`src/rtl/vga_pkg.sv`:
```
// Shared video types and helpers: RGB565 pixel type, colour constants,
// CRC-16/CCITT-FALSE word update and the picture_check state encoding.
package vga_pkg;

  typedef struct packed {
    logic [4:0] r;
    logic [5:0] g;
    logic [4:0] b;
  } rgb565_t;

  localparam rgb565_t BLACK   = '{r: 5'h00, g: 6'h00, b: 5'h00};
  localparam rgb565_t WHITE   = '{r: 5'h1f, g: 6'h3f, b: 5'h1f};
  localparam rgb565_t RED     = '{r: 5'h1f, g: 6'h00, b: 5'h00};
  localparam rgb565_t GREEN   = '{r: 5'h00, g: 6'h3f, b: 5'h00};
  localparam rgb565_t BLUE    = '{r: 5'h00, g: 6'h00, b: 5'h1f};
  localparam rgb565_t YELLOW  = '{r: 5'h1f, g: 6'h3f, b: 5'h00};
  localparam rgb565_t CYAN    = '{r: 5'h00, g: 6'h3f, b: 5'h1f};
  localparam rgb565_t MAGENTA = '{r: 5'h1f, g: 6'h00, b: 5'h1f};

  localparam int MAX_COUNTER_H = 800;
  localparam int MAX_COUNTER_V = 525;

  localparam logic [15:0] Crc16Init = 16'hFFFF;
  localparam logic [15:0] Crc16Poly = 16'h1021;

  typedef enum logic {
    S_SYNC,
    S_FRAME
  } pc_state_e;

  // One whole 16-bit word per call, MSB first, no reflection.
  function automatic logic [15:0] crc16_ccitt_word(input logic [15:0] crc_in,
                                                   input logic [15:0] data);
    logic [15:0] crc;
    crc = crc_in;
    for (int i = 15; i >= 0; i--) begin
      if (crc[15] ^ data[i]) begin
        crc = {crc[14:0], 1'b0} ^ Crc16Poly;
      end else begin
        crc = {crc[14:0], 1'b0};
      end
    end
    return crc;
  endfunction

endpackage

```
`src/rtl/picture_line_meter.sv`:
```
// Per-frame line geometry: pixels per line, first-line reference width,
// line count, line-length mismatch flag and counter saturation flag.
module picture_line_meter #(
  parameter int CounterWidthX = 10,
  parameter int CounterWidthY = 10
) (
  input  logic                     clk_i,
  input  logic                     rst_i,
  input  logic                     clear,
  input  logic                     pix_en,
  input  logic                     line_close,
  output logic [CounterWidthX-1:0] width_cur,
  output logic [CounterWidthY-1:0] height_cur,
  output logic                     line_err_cur,
  output logic                     ovf_cur
);

  localparam logic [CounterWidthX-1:0] PixOne  = 1;
  localparam logic [CounterWidthY-1:0] LineOne = 1;
  localparam logic [CounterWidthX-1:0] PixMax  = '1;
  localparam logic [CounterWidthY-1:0] LineMax = '1;

  logic [CounterWidthX-1:0] pix_cnt_reg, pix_cnt_next;
  logic [CounterWidthX-1:0] ref_w_reg, ref_w_next;
  logic [CounterWidthY-1:0] line_cnt_reg, line_cnt_next;
  logic                     line_err_reg, line_err_next;
  logic                     ovf_reg, ovf_next;

  // State after applying this cycle's line close, before any new pixel.
  logic [CounterWidthX-1:0] closed_pix;
  logic [CounterWidthX-1:0] closed_ref;
  logic [CounterWidthY-1:0] closed_lines;
  logic                     closed_err;
  logic                     closed_ovf;

  always_comb begin
    closed_pix   = pix_cnt_reg;
    closed_ref   = ref_w_reg;
    closed_lines = line_cnt_reg;
    closed_err   = line_err_reg;
    closed_ovf   = ovf_reg;
    if (line_close) begin
      if (line_cnt_reg == '0) begin
        closed_ref = pix_cnt_reg;
      end else if (pix_cnt_reg != ref_w_reg) begin
        closed_err = 1'b1;
      end
      if (line_cnt_reg == LineMax) begin
        closed_ovf = 1'b1;
      end else begin
        closed_lines = line_cnt_reg + LineOne;
      end
      closed_pix = '0;
    end
  end

  always_comb begin
    pix_cnt_next  = closed_pix;
    ref_w_next    = closed_ref;
    line_cnt_next = closed_lines;
    line_err_next = closed_err;
    ovf_next      = closed_ovf;
    if (clear) begin
      // A pixel arriving with the frame start seeds the new frame.
      pix_cnt_next  = pix_en ? PixOne : '0;
      ref_w_next    = '0;
      line_cnt_next = '0;
      line_err_next = 1'b0;
      ovf_next      = 1'b0;
    end else if (pix_en) begin
      if (closed_pix == PixMax) begin
        ovf_next = 1'b1;
      end else begin
        pix_cnt_next = closed_pix + PixOne;
      end
    end
  end

  always_ff @(posedge clk_i) begin
    if (rst_i) begin
      pix_cnt_reg  <= '0;
      ref_w_reg    <= '0;
      line_cnt_reg <= '0;
      line_err_reg <= 1'b0;
      ovf_reg      <= 1'b0;
    end else begin
      pix_cnt_reg  <= pix_cnt_next;
      ref_w_reg    <= ref_w_next;
      line_cnt_reg <= line_cnt_next;
      line_err_reg <= line_err_next;
      ovf_reg      <= ovf_next;
    end
  end

  assign width_cur    = closed_ref;
  assign height_cur   = closed_lines;
  assign line_err_cur = closed_err;
  assign ovf_cur      = closed_ovf;

endmodule

```
`src/rtl/picture_check.sv`:
```
// Sink-side frame analyser: measures width/height, line consistency and a
// CRC-16 signature per frame. CRC logic is built only with PICTURE_CHECK_CRC_EN.
module picture_check
  import vga_pkg::*;
#(
  parameter int MaxPosCounterX = MAX_COUNTER_H,
  parameter int MaxPosCounterY = MAX_COUNTER_V,
  parameter int CounterWidthX  = $clog2(MaxPosCounterX) + 1,
  parameter int CounterWidthY  = $clog2(MaxPosCounterY) + 1,
  parameter bit VsActiveHigh   = 1'b1,
  parameter int FrameCntWidth  = 16
) (
  input  logic                     clk_i,
  input  logic                     rst_i,
  input  logic                     enable_i,
  input  logic                     vs_i,
  input  logic                     de_i,
  input  rgb565_t                  data_i,
  output logic [CounterWidthX-1:0] width_o,
  output logic [CounterWidthY-1:0] height_o,
  output logic [15:0]              crc_o,
  output logic                     line_err_o,
  output logic                     ovf_err_o,
  output logic                     frame_valid_o,
  output logic [FrameCntWidth-1:0] frame_cnt_o
);

  localparam logic [FrameCntWidth-1:0] FrameOne = 1;

  pc_state_e state_reg, state_next;
  logic      vs_q_reg, de_q_reg;
  logic      vs_act, vs_edge, line_end;
  logic      meter_clear, pix_en, line_close, report;

  logic [CounterWidthX-1:0] meter_width;
  logic [CounterWidthY-1:0] meter_height;
  logic                     meter_line_err, meter_ovf;

  logic [CounterWidthX-1:0] width_reg;
  logic [CounterWidthY-1:0] height_reg;
  logic                     line_err_reg, ovf_err_reg, frame_valid_reg;
  logic [FrameCntWidth-1:0] frame_cnt_reg;

  assign vs_act   = VsActiveHigh ? vs_i : ~vs_i;
  assign vs_edge  = vs_act & ~vs_q_reg;
  assign line_end = de_q_reg & ~de_i;

  always_comb begin
    state_next  = state_reg;
    meter_clear = 1'b0;
    pix_en      = 1'b0;
    line_close  = 1'b0;
    report      = 1'b0;
    if (!enable_i) begin
      state_next = S_SYNC;
    end else begin
      case (state_reg)
        S_SYNC: begin
          if (vs_edge) begin
            meter_clear = 1'b1;
            pix_en      = de_i;
            state_next  = S_FRAME;
          end
        end
        S_FRAME: begin
          if (vs_edge) begin
            // Line ending or still open at the edge closes in the old frame.
            line_close  = de_q_reg;
            report      = 1'b1;
            meter_clear = 1'b1;
            pix_en      = de_i;
          end else begin
            line_close = line_end;
            pix_en     = de_i;
          end
        end
        default: state_next = S_SYNC;
      endcase
    end
  end

  always_ff @(posedge clk_i) begin
    if (rst_i) begin
      state_reg <= S_SYNC;
      vs_q_reg  <= 1'b0;
      de_q_reg  <= 1'b0;
    end else begin
      state_reg <= state_next;
      vs_q_reg  <= vs_act;
      de_q_reg  <= de_i;
    end
  end

  picture_line_meter #(
    .CounterWidthX(CounterWidthX),
    .CounterWidthY(CounterWidthY)
  ) u_line_meter (
    .clk_i       (clk_i),
    .rst_i       (rst_i),
    .clear       (meter_clear),
    .pix_en      (pix_en),
    .line_close  (line_close),
    .width_cur   (meter_width),
    .height_cur  (meter_height),
    .line_err_cur(meter_line_err),
    .ovf_cur     (meter_ovf)
  );

  always_ff @(posedge clk_i) begin
    if (rst_i) begin
      width_reg       <= '0;
      height_reg      <= '0;
      line_err_reg    <= 1'b0;
      ovf_err_reg     <= 1'b0;
      frame_valid_reg <= 1'b0;
      frame_cnt_reg   <= '0;
    end else begin
      frame_valid_reg <= report;
      if (report) begin
        width_reg     <= meter_width;
        height_reg    <= meter_height;
        line_err_reg  <= meter_line_err;
        ovf_err_reg   <= meter_ovf;
        frame_cnt_reg <= frame_cnt_reg + FrameOne;
      end
    end
  end

`ifdef PICTURE_CHECK_CRC_EN
  logic [15:0] pix_word;
  logic [15:0] crc_seed;
  logic [15:0] crc_reg, crc_out_reg;

  assign pix_word = data_i;
  assign crc_seed = meter_clear ? Crc16Init : crc_reg;

  always_ff @(posedge clk_i) begin
    if (rst_i) begin
      crc_reg     <= Crc16Init;
      crc_out_reg <= '0;
    end else begin
      if (pix_en) begin
        crc_reg <= crc16_ccitt_word(crc_seed, pix_word);
      end else if (meter_clear) begin
        crc_reg <= Crc16Init;
      end
      if (report) begin
        crc_out_reg <= crc_reg;
      end
    end
  end

  assign crc_o = crc_out_reg;
`else
  logic data_unused;
  assign data_unused = ^data_i;
  assign crc_o       = 16'h0000;
`endif

  assign width_o       = width_reg;
  assign height_o      = height_reg;
  assign line_err_o    = line_err_reg;
  assign ovf_err_o     = ovf_err_reg;
  assign frame_valid_o = frame_valid_reg;
  assign frame_cnt_o   = frame_cnt_reg;

endmodule
```
`config.mk`:
```
export PLATFORM = sky130hd
export DESIGN_NAME = picture_check
export DESIGN_NICKNAME = d
export VERILOG_FILES = /design/src/rtl/vga_pkg.sv /design/src/rtl/picture_line_meter.sv /design/src/rtl/picture_check.sv
export SDC_FILE = /design/constraint.sdc
export NUM_CORES = 1
export LEC_CHECK = 0
export CAP_MARGIN = 15
export CORE_MARGIN = 3
export CORE_UTILIZATION = 29
export DETAILED_ROUTE_END_ITERATION = 7
export HOLD_SLACK_MARGIN = 0.02
export PLACE_DENSITY = 0.57
export SETUP_SLACK_MARGIN = 0.02
export SKIP_LAST_GASP = 1
export SYNTH_ARGS = -nofsm -noshare
export SYNTH_HDL_FRONTEND = slang
export SYNTH_HIERARCHICAL = 1
export SYNTH_SLANG_ARGS = --single-unit
```
`constraint.sdc`:
```
create_clock -name clk_i -period 3.7 [get_ports clk_i]
set_clock_uncertainty 0.05 [all_clocks]
set_input_delay 0.74 -clock clk_i [delete_from_list [all_inputs] [get_ports clk_i]]
set_output_delay 0.74 -clock clk_i [all_outputs]
set_load 0.005 [all_outputs]
```
* Word-level counts from Yosys, hierarchy flattened
Index checks and enable logic that the tools add are counted.
** Word-level totals
- Register bits :: 79
- Input bits :: 21
** Operators by class
- Add/subtract/negate cells :: 3
- Equal/unequal tests :: 3
- Mux-type cells :: 27
- Bitwise logic cells :: 6
- Reductions and logical operators :: 3
** Operators by type and width (count)
- two-way mux 11 bit :: 8
- adder 11 x 1 -> 11 bit (second input constant) :: 2
- == test 11 bit (second input constant) :: 2
- two-way mux 1 bit :: 18
- adder 16 x 1 -> 16 bit (second input constant) :: 1
- logical NOT 11 bit :: 1
- inequality test 11 bit :: 1
- inverter 1 bit :: 4
- OR reduction 2 bit :: 2
- bitwise AND 1 bit :: 2
- one-hot mux 1 bit (2 select lines) :: 1

* Depth between registers and ports, before layout
Gate-level depths: netlist of run 1.
- Depth after elaboration :: 10
- Mapped depth :: 10
- Depth with buffers taken out :: 8

* By module
Netlist of run 1, hierarchy kept.
** By module, submodules not included
- picture_line_meter :: instances 1, cells each 214, area each 1999.4 µm², sequential area each 700.7 µm²
- picture_check :: instances 1, cells each 219, area each 1830.5 µm², sequential area each 880.8 µm²

* Worst setup path before layout of run 1
OpenSTA, ideal clock, no wires.
- Path type :: input -> register
- Start point :: in vs_i
- End point :: reg u_line_meter.pix_cnt_reg[6]
- Library setup time :: 0.130 ns
- Arrival time :: 2.491 ns
- Data required time :: 3.520 ns
- Setup slack :: 1.029 ns
- Stages :: 10
- Buffers on the path :: 2
- Cell sequence :: and2b_1 > o2111a_1 > buf_2 > buf_2 > nor2b_1 > ha_1 > nand2_1 > a2111oi_2 > xnor2_1 > nor3_1
** Between the ends
- Longest elaborated chain between the ends :: 9
- Elaborated cells on any way between the ends :: 15
- Classes of those cells :: add/sub: 1; eq/ne: 1; mux: 12; bitwise: 1
** Ends and longest elaborated chain
- start: declaration :: RTL line picture_check.sv:16 : input logic vs_i,
- bitwise AND 1 bit * :: RTL line picture_check.sv:45 : assign vs_edge = vs_act & ~vs_q_reg;
- two-way mux 1 bit * :: RTL line picture_check.sv:66 : if (vs_edge) begin
- two-way mux 1 bit * :: RTL line picture_check.sv:57 : case (state_reg)
- two-way mux 1 bit * :: RTL line picture_check.sv:54 : if (!enable_i) begin
- named net line_close :: RTL line picture_check.sv:33 : logic meter_clear, pix_en, line_close, report;
- two-way mux 11 bit * :: RTL line picture_line_meter.sv:42 : if (line_close) begin
- adder 11 x 1 -> 11 bit / == test 11 bit (equally long branches) :: RTL line picture_line_meter.sv:74, picture_line_meter.sv:71
- two-way mux 11 bit :: RTL line picture_line_meter.sv:71 : if (closed_pix == PixMax) begin
- two-way mux 11 bit * :: RTL line picture_line_meter.sv:70 : end else if (pix_en) begin
- two-way mux 11 bit * :: RTL line picture_line_meter.sv:63 : if (clear) begin
- end signal: assignment :: RTL line picture_line_meter.sv:87 : pix_cnt_reg <= pix_cnt_next;
- end: declaration :: RTL line picture_line_meter.sv:23 : logic [CounterWidthX-1:0] pix_cnt_reg, pix_cnt_next;
Mark *: on every way through the listed nets, which the timed path passes. The rest lies on a longest branch.
A chain may end at the register's enable or synchronous reset.

* Worst setup path after layout of run 1
- Start point :: in vs_i
- End point :: reg u_line_meter.pix_cnt_reg[8]
The elaborated chain is that of the path after synthesis.

==> results of run 1 <==
## synth_stat cells (all sizes together) (2+ instances only)
library cell and instances:
nand4 14, a211oi 3, dfxtp 79, a311oi 3, inv 6, a31oi 3, clkbuf 13, o41ai 3
nand3b 2, ha 4, or3 5, and4b 2, and4 6, o31ai 4, nor3 9, nand2b 2
nand3 13, nor4 4, xor2 11, o21ai 4, mux2 14, and2 24, or4 3, nand2 67
nor2 26, buf 26, nor2b 8, a21oi 37, and3 4, xnor2 15, o311ai 3
## through the flow
stage	setup WS [ns]	area [sq um]	util [%]	hold slack, ns	power (mW)
floorplan	1.03	3890	-	0.395	0.918
global placement	0.393	4360	34.2	0.398	0.922
detailed placement	0.361	4360	34.2	0.400	0.923
CTS	0.704	4690	36.7	0.409	1.88
global route	0.486	4690	36.7	0.422	1.92
finish	0.663	4690	36.7	0.404	1.86
## worst max-delay path by stage
stage / startpoint / end / slack, ns / cells past startpoint
after global routing: vs_i / u_line_meter/pix_cnt_reg[6]$_SDFF_PP0_ / 0.49 / 9
after detailed placement: vs_i / u_line_meter/pix_cnt_reg[8]$_SDFF_PP0_ / 0.36 / 9
after CTS: vs_i / u_line_meter/pix_cnt_reg[8]$_SDFF_PP0_ / 0.70 / 9
after global placement: vs_i / u_line_meter/pix_cnt_reg[0]$_SDFF_PP0_ / 0.39 / 9
after floorplan: vs_i / u_line_meter/pix_cnt_reg[6]$_SDFF_PP0_ / 1.03 / 10
final: vs_i / u_line_meter/pix_cnt_reg[8]$_SDFF_PP0_ / 0.66 / 9
## worst register-to-register path, delay by kind of cell, from the launching register on
kind,cells,cell delay [ns]
compound gates,3,0.83
fa+ha+maj,1,0.23
flops,1,0.32
simple gates,4,1.00
## routing by layer
metal	GRT usage, %	vias up
li1	-	1558
met1	15.8	1484
met2	19.7	48
met3	3.64	8
met4	4.04	0
met5	0	-
## power groups by stage
stage	Clock (mW)	Sequential [mW]	Combinational (mW)
6_report	0.953	0.856	0.0489
5_1_grt	1.01	0.856	0.0549
4_1_cts	0.978	0.856	0.0485
3_5_place_dp	0	0.875	0.0482
3_3_place_gp	0	0.874	0.0474
2_1_floorplan	0	0.874	0.0444
## layout make-up
cell class                      instances  area share [%]
Sequential cell                        79            33.7
Tap cell                              172            4.59
Clock inverter                          2           0.746
Inverter                                6           0.480
Clock buffer                           14            6.26
Timing Repair Buffer                   51            10.5
Multi-Input combinational cell        324            43.8
## placed cells by master, fill, tap and decap left out, drive strengths merged, types with 2 or more instances in the layout
cell type,Yosys,layout
a211oi,3,3
a21oi,37,37
a311oi,3,3
a31oi,3,3
and2,24,24
and3,4,4
and4,6,6
and4b,2,2
buf,26,7
clkbuf,13,14
clkdlybuf4s50,0,44
conb,1,16
dfxtp,79,79
ha,4,4
inv,6,6
mux2,14,14
nand2,67,67
nand2b,2,2
nand3,13,13
nand3b,2,2
nand4,14,14
nor2,26,26
nor2b,8,8
nor3,9,9
nor4,4,4
o21ai,4,4
o311ai,3,3
o31ai,4,4
o41ai,3,3
or3,5,5
or4,3,3
xnor2,15,15
xor2,11,11
## cells by family (layout without fill, tap and decap cells)
logic type,after synthesis,count (layout),share of synthesized area [%]
AND/OR/NAND/NOR,194,194,27.7
flip-flops,79,79,41.3
AO/OA/AOI/OAI,69,69,11.6
buffers and inverters,45,73,6.53
XOR/XNOR,26,26,5.95
multiplexers,15,15,5.46
adder cells (fa/ha/maj),4,4,1.31
other,1,16,0.0979
==> flow_summary.toml, run 1 <==
[pwr]
power_frac_seq_pct = 46.1
leakagePower_nw = 1.70
vdd_drop_max_v = 0.000264
clkPwrFrac_pct = 51.3
power_density_nw_per_um2 = 396
p_switching_mw = 0.377
swShare_pct = 20.3
p_int_mw = 1.48
power_frac_comb_pct = 2.6

[yosys]
synth_top_cell_area_share_pct = 41.3
synthFlopType = "dfxtp_1"
synth_edf_count = 0
synth_area_sq_um = 3830
synth_seq_cells = 79
ys_warn_count = 6
synth_cells = 433
seq_area_frac_synth_pct = 41.3
synth_top_cell_by_area = "dfxtp_1"
syn_area_per_cell_sq_um = 8.85
synth-async-reset-ratio_pct = 0
ys_top_cells_by_area = "dfxtp_1 41%, nand2_1 6.6%, a21oi_1 4.8%, mux2_4 4.3%, and2_1 3.8%"
yosysUniqueCellTypes = 58

[worst_setup_path]
r2r_slack_ns = 1.19
cp_cell_sequence = "clkdlybuf4s50_1 -> and2b_1 -> o2111a_1 -> nor2b_1 -> ha_1 -> nand2_1 -> nor2_1 -> a21oi_1 -> a311oi_1"
cp-start-kind = "primary input"
cp_data_required_time_ns = 3.89
path_buf_inv = 1
path_delay_family = "simple AND/OR/NAND/NOR gates"
cp_max_fo = 18
ff2ff_path_depth = 8
critPathCaptureType = "flip-flop"
worstPathArrival_ns = 3.23
rr_startpoint = "vs_q_reg$_SDFF_PP0_"
r2r-end = "u_line_meter/pix_cnt_reg[8]$_SDFF_PP0_"
crit_type = "in2reg"
cp_slowest_cell = "o2111a_1"
critPathMaxStageDelay_ns = 0.46

[clock_tree]
cts.sinks = 79
hold_buffers = 0
cts-resized-gates = 0
clk_latency_ns = 0.33
clk_pin_slew_ns = 0.06
cts_made_buffers = 9
cts-root-buf = "clkbuf_16"
post-cts-setup-buffer-count = 0
cts_max_level = 3
cts_buffer_depth = 2
cts_tree = "yes"

[cells_and_area]
largest_register_ffs = 16
drive_gt1_share_pct = 10.3
areaGrowthSynthToFinish_pct = 22.5
num-fill-cells = 1324
layout.nets = 496
stdcell_count = 648
n_antenna_cell = 0
multiInputGateArea_sq_um = 2050
seqCellArea_sq_um = 1580

[hold_path]
hp-class = "reg2reg"
hold_start = "width_o[8]$_SDFFE_PP0P_"
hold_path_depth = 2
whs_endpoint = "width_o[8]$_SDFFE_PP0P_"

[grt]
grt-ovfl-total = 0
grt_antenna_before_repair = 0
grt_pass1_wl_mm = 14.5
grt_max_degree = 37
grt_pass1_vias = 2966
grt_usage_pct = 12.3

[detailed_routing]
route.vias.total = 3098
routed.top_layer = "met4"
dr.pass1.iters = 4
drtIter0Drc = 154
wl_met2_mm = 4.20
drt.antenna.violating_nets = 0
vias_per_cell = 4.78
wl_met3_um = 292
m1WireLength_mm = 4.19
wl_mm = 8.77
avgRoutedWirePerCell_um = 13.5
route.detailed.drc = 0

[placed_design]
io_buffer_count = 45
place_inst = 632
gp_congestion = 0.936
hpwl_mm = 6.22

[run_status]
status = "complete, no violations"

[floorplanning]
fp-row-count = 41
boundaryPins = 78
die_w_um = 121
die-area_sq_um = 14600
die_h_um = 121
core-area_sq_um = 12800
start_util_pct = 30.0

[sta]
slew_headroom_pct = 56.6
setup-tns-final_ns = 0
rsz0062_at_grt = "false"
fmax_ghz = 0.329
hold_viol_final = 0
slew_viol_final = 0
tightest_slew_ns = 0.651
period_share_pct = 82.1
final.min_clock_period_ns = 3.04
setup_viol = 0

[flow_run]
cap_violations = 0
No activity file was read; power rests on OpenSTA's default activity.
==> run 2, diff against run 1 <==
==> constraint.sdc (replaced) <==
create_clock -name clk_i -period 2.85 [get_ports clk_i]
set_clock_uncertainty 0.05 [all_clocks]
set_input_delay 0.57 -clock clk_i [delete_from_list [all_inputs] [get_ports clk_i]]
set_output_delay 0.57 -clock clk_i [all_outputs]
set_load 0.005 [all_outputs]
==> run 2 against run 1 <==
Effect of this change: combinational power up 43%; setup slack worse by 0.31 ns; sequential share of layout area down 0.74 points; non-clock buffer count up 19; worst hold slack worse by 0.0027 ns; global-route usage up 0.40 points; critical path depth up 1; sequential power up 30%; power up 24%; utilization up 0.82 points; critical endpoint is now u_line_meter/pix_cnt_reg[10]$_SDFF_PP0_; largest power group unchanged; highest routed layer unchanged.
==> flow_summary.toml, run 2 (synthesis results as in run 1) <==
[run_status]
status = "complete, no violations"

[grt]
grt_usage_pct = 12.7
grt_antenna_before_repair = 0
grt_busiest_layer = "met2"
grt_pass1_wl_mm = 15.1
grt_pass1_vias = 3086
grt-ovfl-total = 0
grt_max_degree = 31
use_met1_pct = 15.7
met2_usage_pct = 21.7
grt_use_met3_pct = 3.12

[cells_and_area]
num-fill-cells = 1277
n_antenna_cell = 0
drive_gt1_share_pct = 13.3
final_common_cell = "dfxtp_1"
final_cell_mix = "79 x dfxtp_1, 67 x nand2_1, 44 x clkdlybuf4s50_1"
layout.nets = 515
utilization_pct = 37.6
areaGrowthSynthToFinish_pct = 25.3
final_cell_area_sq_um = 4800
largest_register_ffs = 16

[clock_tree]
clk_pin_slew_ns = 0.06
cts-root-buf = "clkbuf_16"
clk_latency_ns = 0.33
post-cts-setup-buffer-count = 0
cts_tree = "yes"
cts-resized-gates = 0
cts_buffer_depth = 2
cts_made_buffers = 9
cts.sinks = 79
hold_buffers = 0
cts_max_level = 3

[hold_path]
hold_start = "width_o[4]$_SDFFE_PP0P_"
whs_endpoint = "width_o[4]$_SDFFE_PP0P_"
hold_path_depth = 2
hp-class = "reg2reg"

[floorplanning]
fp-row-count = 41
die-area_sq_um = 14600
die_w_um = 121
start_util_pct = 30.0
die_h_um = 121
core-area_sq_um = 12800
boundaryPins = 78

[worst_setup_path]
r2r-end = "u_line_meter/pix_cnt_reg[10]$_SDFF_PP0_"
ff2ff_path_depth = 9
cp-start-kind = "primary input"
crit_type = "in2reg"
critPathCaptureType = "flip-flop"
cp_max_fo = 6
cp_data_required_time_ns = 3.07
worstPathArrival_ns = 2.72
r2r_slack_ns = 0.70
rr_startpoint = "vs_q_reg$_SDFF_PP0_"

[detailed_routing]
drt.antenna.violating_nets = 0
dr.pass1.iters = 4
route.detailed.drc = 0
wl_mm = 8.88
avgRoutedWirePerCell_um = 13.3
drtIter0Drc = 92
vias_per_cell = 4.74
route.vias.total = 3160

[sta]
setup-tns-final_ns = 0
period_share_pct = 87.7
rsz0062_at_grt = "false"
slew_headroom_pct = 64.5
final.min_clock_period_ns = 2.50
fmax_ghz = 0.400
hold_viol_final = 0
setup_viol = 0
slew_viol_final = 0
tightest_slew_ns = 0.533

[pwr]
vdd_drop_max_v = 0.000344
leakagePower_nw = 1.77
power_density_nw_per_um2 = 480

[placed_design]
io_buffer_count = 45
hpwl_mm = 6.32
gp_congestion = 0.896
post_dp_cell_area_sq_um = 4510

[flow_run]
cap_violations = 0
## run 2: cell count changes in the layout (fill, tap and decap cells not counted), sizes merged
cell,previous run,this run
clkinv,1,3
buf,7,26
clkbuf,14,12
## run 2: worst max-delay path: stages
cell	delay, ns
clkdlybuf4s50_1	0.43
and2b_1	0.18
o2111a_1	0.32
nor2b_1	0.19
ha_1	0.21
nand2_1	0.13
nor2_1	0.26
buf_4	0.17
a41o_1	0.15
and2_1	0.11
## run 2: layout make-up
| class | instances | area (sq um) | share of cell area [%] |
|---|---|---|---|
| clock buffers | 12 | 246 | 5.14 |
| inverters | 6 | 22.5 | 0.469 |
| multi-input cells | 324 | 2050 | 42.8 |
| well taps | 172 | 215 | 4.49 |
| repair buffers | 70 | 633 | 13.2 |
| flip-flops and latches | 79 | 1580 | 33.0 |
| clock inverters | 4 | 45.0 | 0.939 |
## run 2: per-layer routing
metal,wire length (um),share of wire (%),vias up
met5,0,0,-
met2,4400,49,57
met3,343,3.9,2
met4,45,0.51,0
met1,4100,46,1502
li1,-,-,1599
## run 2: power breakdown
group / switching (mW) / total (mW) / internal, mW
clock network: 0.422 / 1.12 / 0.698
registers: 0.00302 / 1.11 / 1.11
logic: 0.0467 / 0.0701 / 0.0233
## run 2: worst max-delay path by stage
stage               from                                       to  slack, ns
floorplan           vs_i   u_line_meter/pix_cnt_reg[6]$_SDFF_PP0_       0.35
global placement    vs_i  u_line_meter/pix_cnt_reg[10]$_SDFF_PP0_       0.05
detailed placement  vs_i  u_line_meter/pix_cnt_reg[10]$_SDFF_PP0_       0.02
CTS                 vs_i  u_line_meter/pix_cnt_reg[10]$_SDFF_PP0_       0.36
global route        vs_i   u_line_meter/pix_cnt_reg[9]$_SDFF_PP0_       0.20
finish              vs_i  u_line_meter/pix_cnt_reg[10]$_SDFF_PP0_       0.35
## run 2: metrics by stage
stage                     worst slack, ns  hold WS (ns)  std cells  total power, mW
final                               0.350         0.401        667             2.30
after global routing                0.205         0.421        667             2.40
after CTS                           0.356         0.404        667             2.35
after detailed placement           0.0157         0.396        651             1.21
after global placement             0.0489         0.397        651             1.20
after floorplan                     0.349         0.395        448             1.19
==> run 3, diff against run 2 <==
--- a/config.mk
+++ b/config.mk
@@ -6,8 +6,10 @@
 export NUM_CORES = 1
 export LEC_CHECK = 0
 export CAP_MARGIN = 15
+export CORE_ASPECT_RATIO = 2
 export CORE_MARGIN = 3
 export CORE_UTILIZATION = 29
+export CTS_BUF_LIST = sky130_fd_sc_hd__clkbuf_16
 export DETAILED_ROUTE_END_ITERATION = 7
 export HOLD_SLACK_MARGIN = 0.02
 export PLACE_DENSITY = 0.57
==> run 3 against run 2 <==
Effect of this change: largest power group unchanged; design area is 0.52% lower; global-route usage is 0.15 points higher; via count is 1.9% higher; utilization is 0.19 points lower; critical path depth stayed put; clock power is 5% higher; highest routed layer unchanged; setup slack worse by 0.046 ns; wire length is 1.6% higher; flip-flop and latch count stayed put; register-to-register slack worse by 0.04 ns; largest cell class unchanged.
==> flow_summary.toml, run 3 (synthesis results as in run 1) <==
[run_status]
status = "complete, no violations"

[clock_tree]
cts-resized-gates = 0
clk_pin_slew_ns = 0.06
cts.sinks = 79
cts_buffer_depth = 2
cts_max_level = 3
cts_made_buffers = 9
cts_tree = "yes"
hold_buffers = 0
post-cts-setup-buffer-count = 0
cts-root-buf = "clkbuf_16"
clk_latency_ns = 0.34

[grt]
grt_pass1_vias = 3227
grt-ovfl-total = 0
grt_usage_pct = 12.8
grt_antenna_before_repair = 0
grt_pass1_wl_mm = 15.1
grt_max_degree = 50

[detailed_routing]
avgRoutedWirePerCell_um = 14.0
m1WireLength_mm = 3.42
dr.pass1.iters = 5
vias_per_cell = 5.01
wl_met3_um = 378
routed.top_layer = "met4"
route.detailed.drc = 0
route.vias.total = 3221
wl_met2_mm = 5.00
drtIter0Drc = 132
wl_mm = 9.03
drt.antenna.violating_nets = 0

[cells_and_area]
n_antenna_cell = 0
largest_register_ffs = 16
final_cell_mix = "79 x dfxtp_1, 67 x nand2_1, 44 x clkdlybuf4s50_1"
drive_gt1_share_pct = 12.8
areaGrowthSynthToFinish_pct = 24.6
final_common_cell = "dfxtp_1"
layout.nets = 514
final_cell_area_sq_um = 4770

[floorplanning]
fp-row-count = 58
boundaryPins = 78
start_util_pct = 30.0
die_h_um = 169
die_w_um = 87.3
die-area_sq_um = 14700
core-area_sq_um = 12800

[sta]
hold_viol_final = 0
final.min_clock_period_ns = 2.55
slew_viol_final = 0
slew_headroom_pct = 66.3
setup-tns-final_ns = 0
hold_slack_ns = 0.405
period_share_pct = 89.3
setup_viol = 0
fmax_ghz = 0.393
rsz0062_at_grt = "false"
tightest_slew_ns = 0.505

[worst_setup_path]
cp_max_fo = 8
critPathCaptureType = "flip-flop"
worstPathArrival_ns = 2.76
cp-start-kind = "primary input"
crit_type = "in2reg"
cp_data_required_time_ns = 3.07

[placed_design]
post_dp_cell_area_sq_um = 4470
io_buffer_count = 45
hpwl_mm = 6.77
gp_congestion = 0.817

[pwr]
vdd_drop_max_v = 0.000371
power_density_nw_per_um2 = 495
power_mw = 2.36
leakagePower_nw = 1.77

[flow_run]
cap_violations = 0

[hold_path]
hp-class = "reg2reg"
==> run 3: cell count changes in the layout (fill, tap and decap cells not counted), sizes merged <==
cell	before	now
clkbuf	12	9
buf	26	25
clkinv	3	4
bufinv	1	2
==> run 3: cell type report <==
type / instances / area [sq um]
repair buffers: 69 / 626
clock inverters: 6 / 76.3
flip-flops and latches: 79 / 1580
clock buffers: 9 / 225
inverters: 6 / 22.5
multi-input cells: 324 / 2050
fillers: 1299 / 8000
well taps: 150 / 188
==> run 3: power by group <==
| group | internal [mW] | leakage, nW | switching [mW] |
|---|---|---|---|
| registers | 1.11 | 0.637 | 0.00317 |
| clock network | 0.751 | 0.148 | 0.428 |
| logic | 0.0262 | 0.987 | 0.0461 |
| total | 1.88 | 1.77 | 0.477 |
==> run 3: final timing paths <==
kind	start	to	slack, ns	cells after the start
setup reg to reg	vs_q_reg$_SDFF_PP0_	u_line_meter/pix_cnt_reg[6]$_SDFF_PP0_	0.66	8
hold reg to reg	width_o[0]$_SDFFE_PP0P_	width_o[0]$_SDFFE_PP0P_	0.40	2
hold / removal	width_o[0]$_SDFFE_PP0P_	width_o[0]$_SDFFE_PP0P_	0.40	2
setup / recovery	vs_i	height_o[8]$_SDFFE_PP0P_	0.30	10
==> run 3: per-layer routing <==
layer / vias to the layer above / global-route usage [%]
li1: 1588 / -
met1: 1521 / 13.1
met2: 97 / 23.7
met3: 15 / 2.48
met4: 0 / 6.95
met5: - / 0
==> run 3: worst max-delay path, cell delays in order <==
cell             delay (ns)
clkdlybuf4s50_1        0.49
and2b_1                0.15
o2111a_1               0.33
buf_4                  0.21
and4_1                 0.21
and2_1                 0.18
a41oi_1                0.16
a31oi_1                0.25
nand2_1                0.08
a21oi_1                0.12
==> run 3: metrics by stage <==
stage	worst slack [ns]	util, %	cells
floorplan	0.349	-	448
global placement	-0.000584	35.0	628
detailed placement	-0.0191	35.0	628
CTS	0.306	37.4	643
global route	0.171	37.4	643
finish	0.304	37.4	643
==> patch: new RTL, flow settings as in run 1 <==
Remove the register `frame_valid_reg`: a continuous assignment takes its place, so the output `frame_valid_o` follows one clock earlier.
--- a/src/rtl/picture_check.sv
+++ b/src/rtl/picture_check.sv
@@ -114,6 +114,4 @@
       ovf_err_reg     <= 1'b0;
-      frame_valid_reg <= 1'b0;
       frame_cnt_reg   <= '0;
     end else begin
-      frame_valid_reg <= report;
       if (report) begin
@@ -127,2 +125,4 @@
   end
+
+  assign frame_valid_reg = report;
 
Function: changed (a bounded check fails within 4 cycles, from zero or initial values and one cycle with rst_i high).
==> patch against run 1 <==
Global-route usage decreased by 0.13 points. Setup slack lost 0.049 ns. Via count is 0.90% lower. Total power increased by 2.3%. Design area shrank 0.29%. Routed wire length shrank 3.8%. Highest routed layer unchanged. Area after synthesis down 1.0%. Count of clock-buffer cells in the layout fell by 4. Sequential cell count down 1.
==> patch: results <==
outcome:
  outcome: "finished, final reports clean"
synth:
  synth.mux.area_fraction_pct: 5.22
  synth_area_leaders: "dfxtp_1 (41%), nand2_1 (6.6%), a21oi_1 (5.2%)"
  synth-async-reset-ratio_pct: 0
  synth_fa_ha_area_share_pct: 1.32
  synthCells: 430
  synth-seq-area-share_pct: 41.2
  synthDistinctLibCells: 55
  synth-compound-area-share_pct: 11.4
  ys_top_cells_by_count: "dfxtp_1 (78), nand2_1 (67), a21oi_1 (39), nor2_1 (24), and2_1 (23)"
  synth_xor_area_share_pct: 6.24
critical_path:
  cpPeakStageDelay_ns: 0.59
  path_delay_family: "buffers and inverters"
  cp_slowest_cell: "clkdlybuf4s50_1"
  critical_path_arrival_ns: 2.30
  crit_fanout: 37
  reg2reg_slack_ns: 1.24
layout:
  fillers: 1357
  nets: 494
  stdcell_count: 646
  drive_gt1_share_pct: 10.1
route:
  post_drt_wl_per_cell_um: 13.1
  vias_per_cell: 4.75
  dr.pass1.iters: 4
  first_iter_violations: 153
grt:
  first_global_vias: 3035
  antenna_found_initial: 0
  grt_max_degree: 38
  grt_util_all_layers_pct: 12.2
  grt_pass1_wl_mm: 14.5
sta:
  final.min_clock_period_ns: 3.09
  relSlewSlack_pct: 59.1
power_and_ir_drop:
  cellPowerDensity_mw_per_mm2: 406
  intPower_uw: 1520
  leakage_uw: 0.00170
  ir_worst_vdd_mv: 0.265
placed_design:
  dp.cells: 630
  placed_cell_area_mm2: 0.00434
  globalplace.congestion: 0.843
  pre_cts_ws_ns: 0.320
  dp_hpwl_mm: 5.83
clocking:
  post_cts_buffers: 0
==> patch: metrics by stage <==
| step | total power, uW | hold WS [ns] |
|---|---|---|
| 2_1_floorplan | 908 | 0.395 |
| 3_3_place_gp | 915 | 0.398 |
| 3_5_place_dp | 917 | 0.400 |
| 4_1_cts | 1930 | 0.409 |
| 5_1_grt | 1970 | 0.431 |
| 6_report | 1900 | 0.402 |
==> patch: power by group through the flow <==
stage / clock, uW / combinational, uW / sequential, uW
CTS: 1030 / 53.0 / 845
global route: 1060 / 58.9 / 845
finish: 1000 / 52.6 / 846
floorplan: 0 / 45.0 / 863
global placement: 0 / 50.7 / 864
detailed placement: 0 / 52.7 / 864
==> patch: routing by layer <==
| layer | track usage (%) | up-vias | wire (um) |
|---|---|---|---|
| met4 | 4.82 | 0 | 157 |
| met2 | 18.3 | 64 | 3780 |
| met3 | 3.13 | 13 | 281 |
| li1 | - | 1534 | - |
| met5 | 0 | - | 0 |
| met1 | 16.7 | 1459 | 4230 |
==> patch: path summary, 6_finish.rpt <==
| kind | startpoint | end | depth (start not counted) |
|---|---|---|---|
| worst max-delay path | enable_i | frame_valid_o | 4 |
| worst min-delay path | height_o[9] | height_o[9] | 2 |
| worst max register to register | state_reg | width_o[8] | 7 |
| worst min register to register | height_o[9] | height_o[9] | 2 |
==> patch: cells by family after synthesis <==
group | Yosys count
and+or+nand+nor | 191
DFF | 78
AOI/OAI and AO/OA | 69
buffers and inverters | 46
xor gates and xnor gates | 27
muxes | 14
adders and majority gates | 4
other | 1
==> patch: area by class of cell <==
class / instances / area share, %
Clock buffer: 10 / 4.89
Clock inverter: 6 / 2.35
Inverter: 7 / 0.668
Multi-Input combinational cell: 321 / 43.3
Sequential cell: 78 / 33.4
Tap cell: 172 / 4.60
Timing Repair Buffer: 52 / 10.8
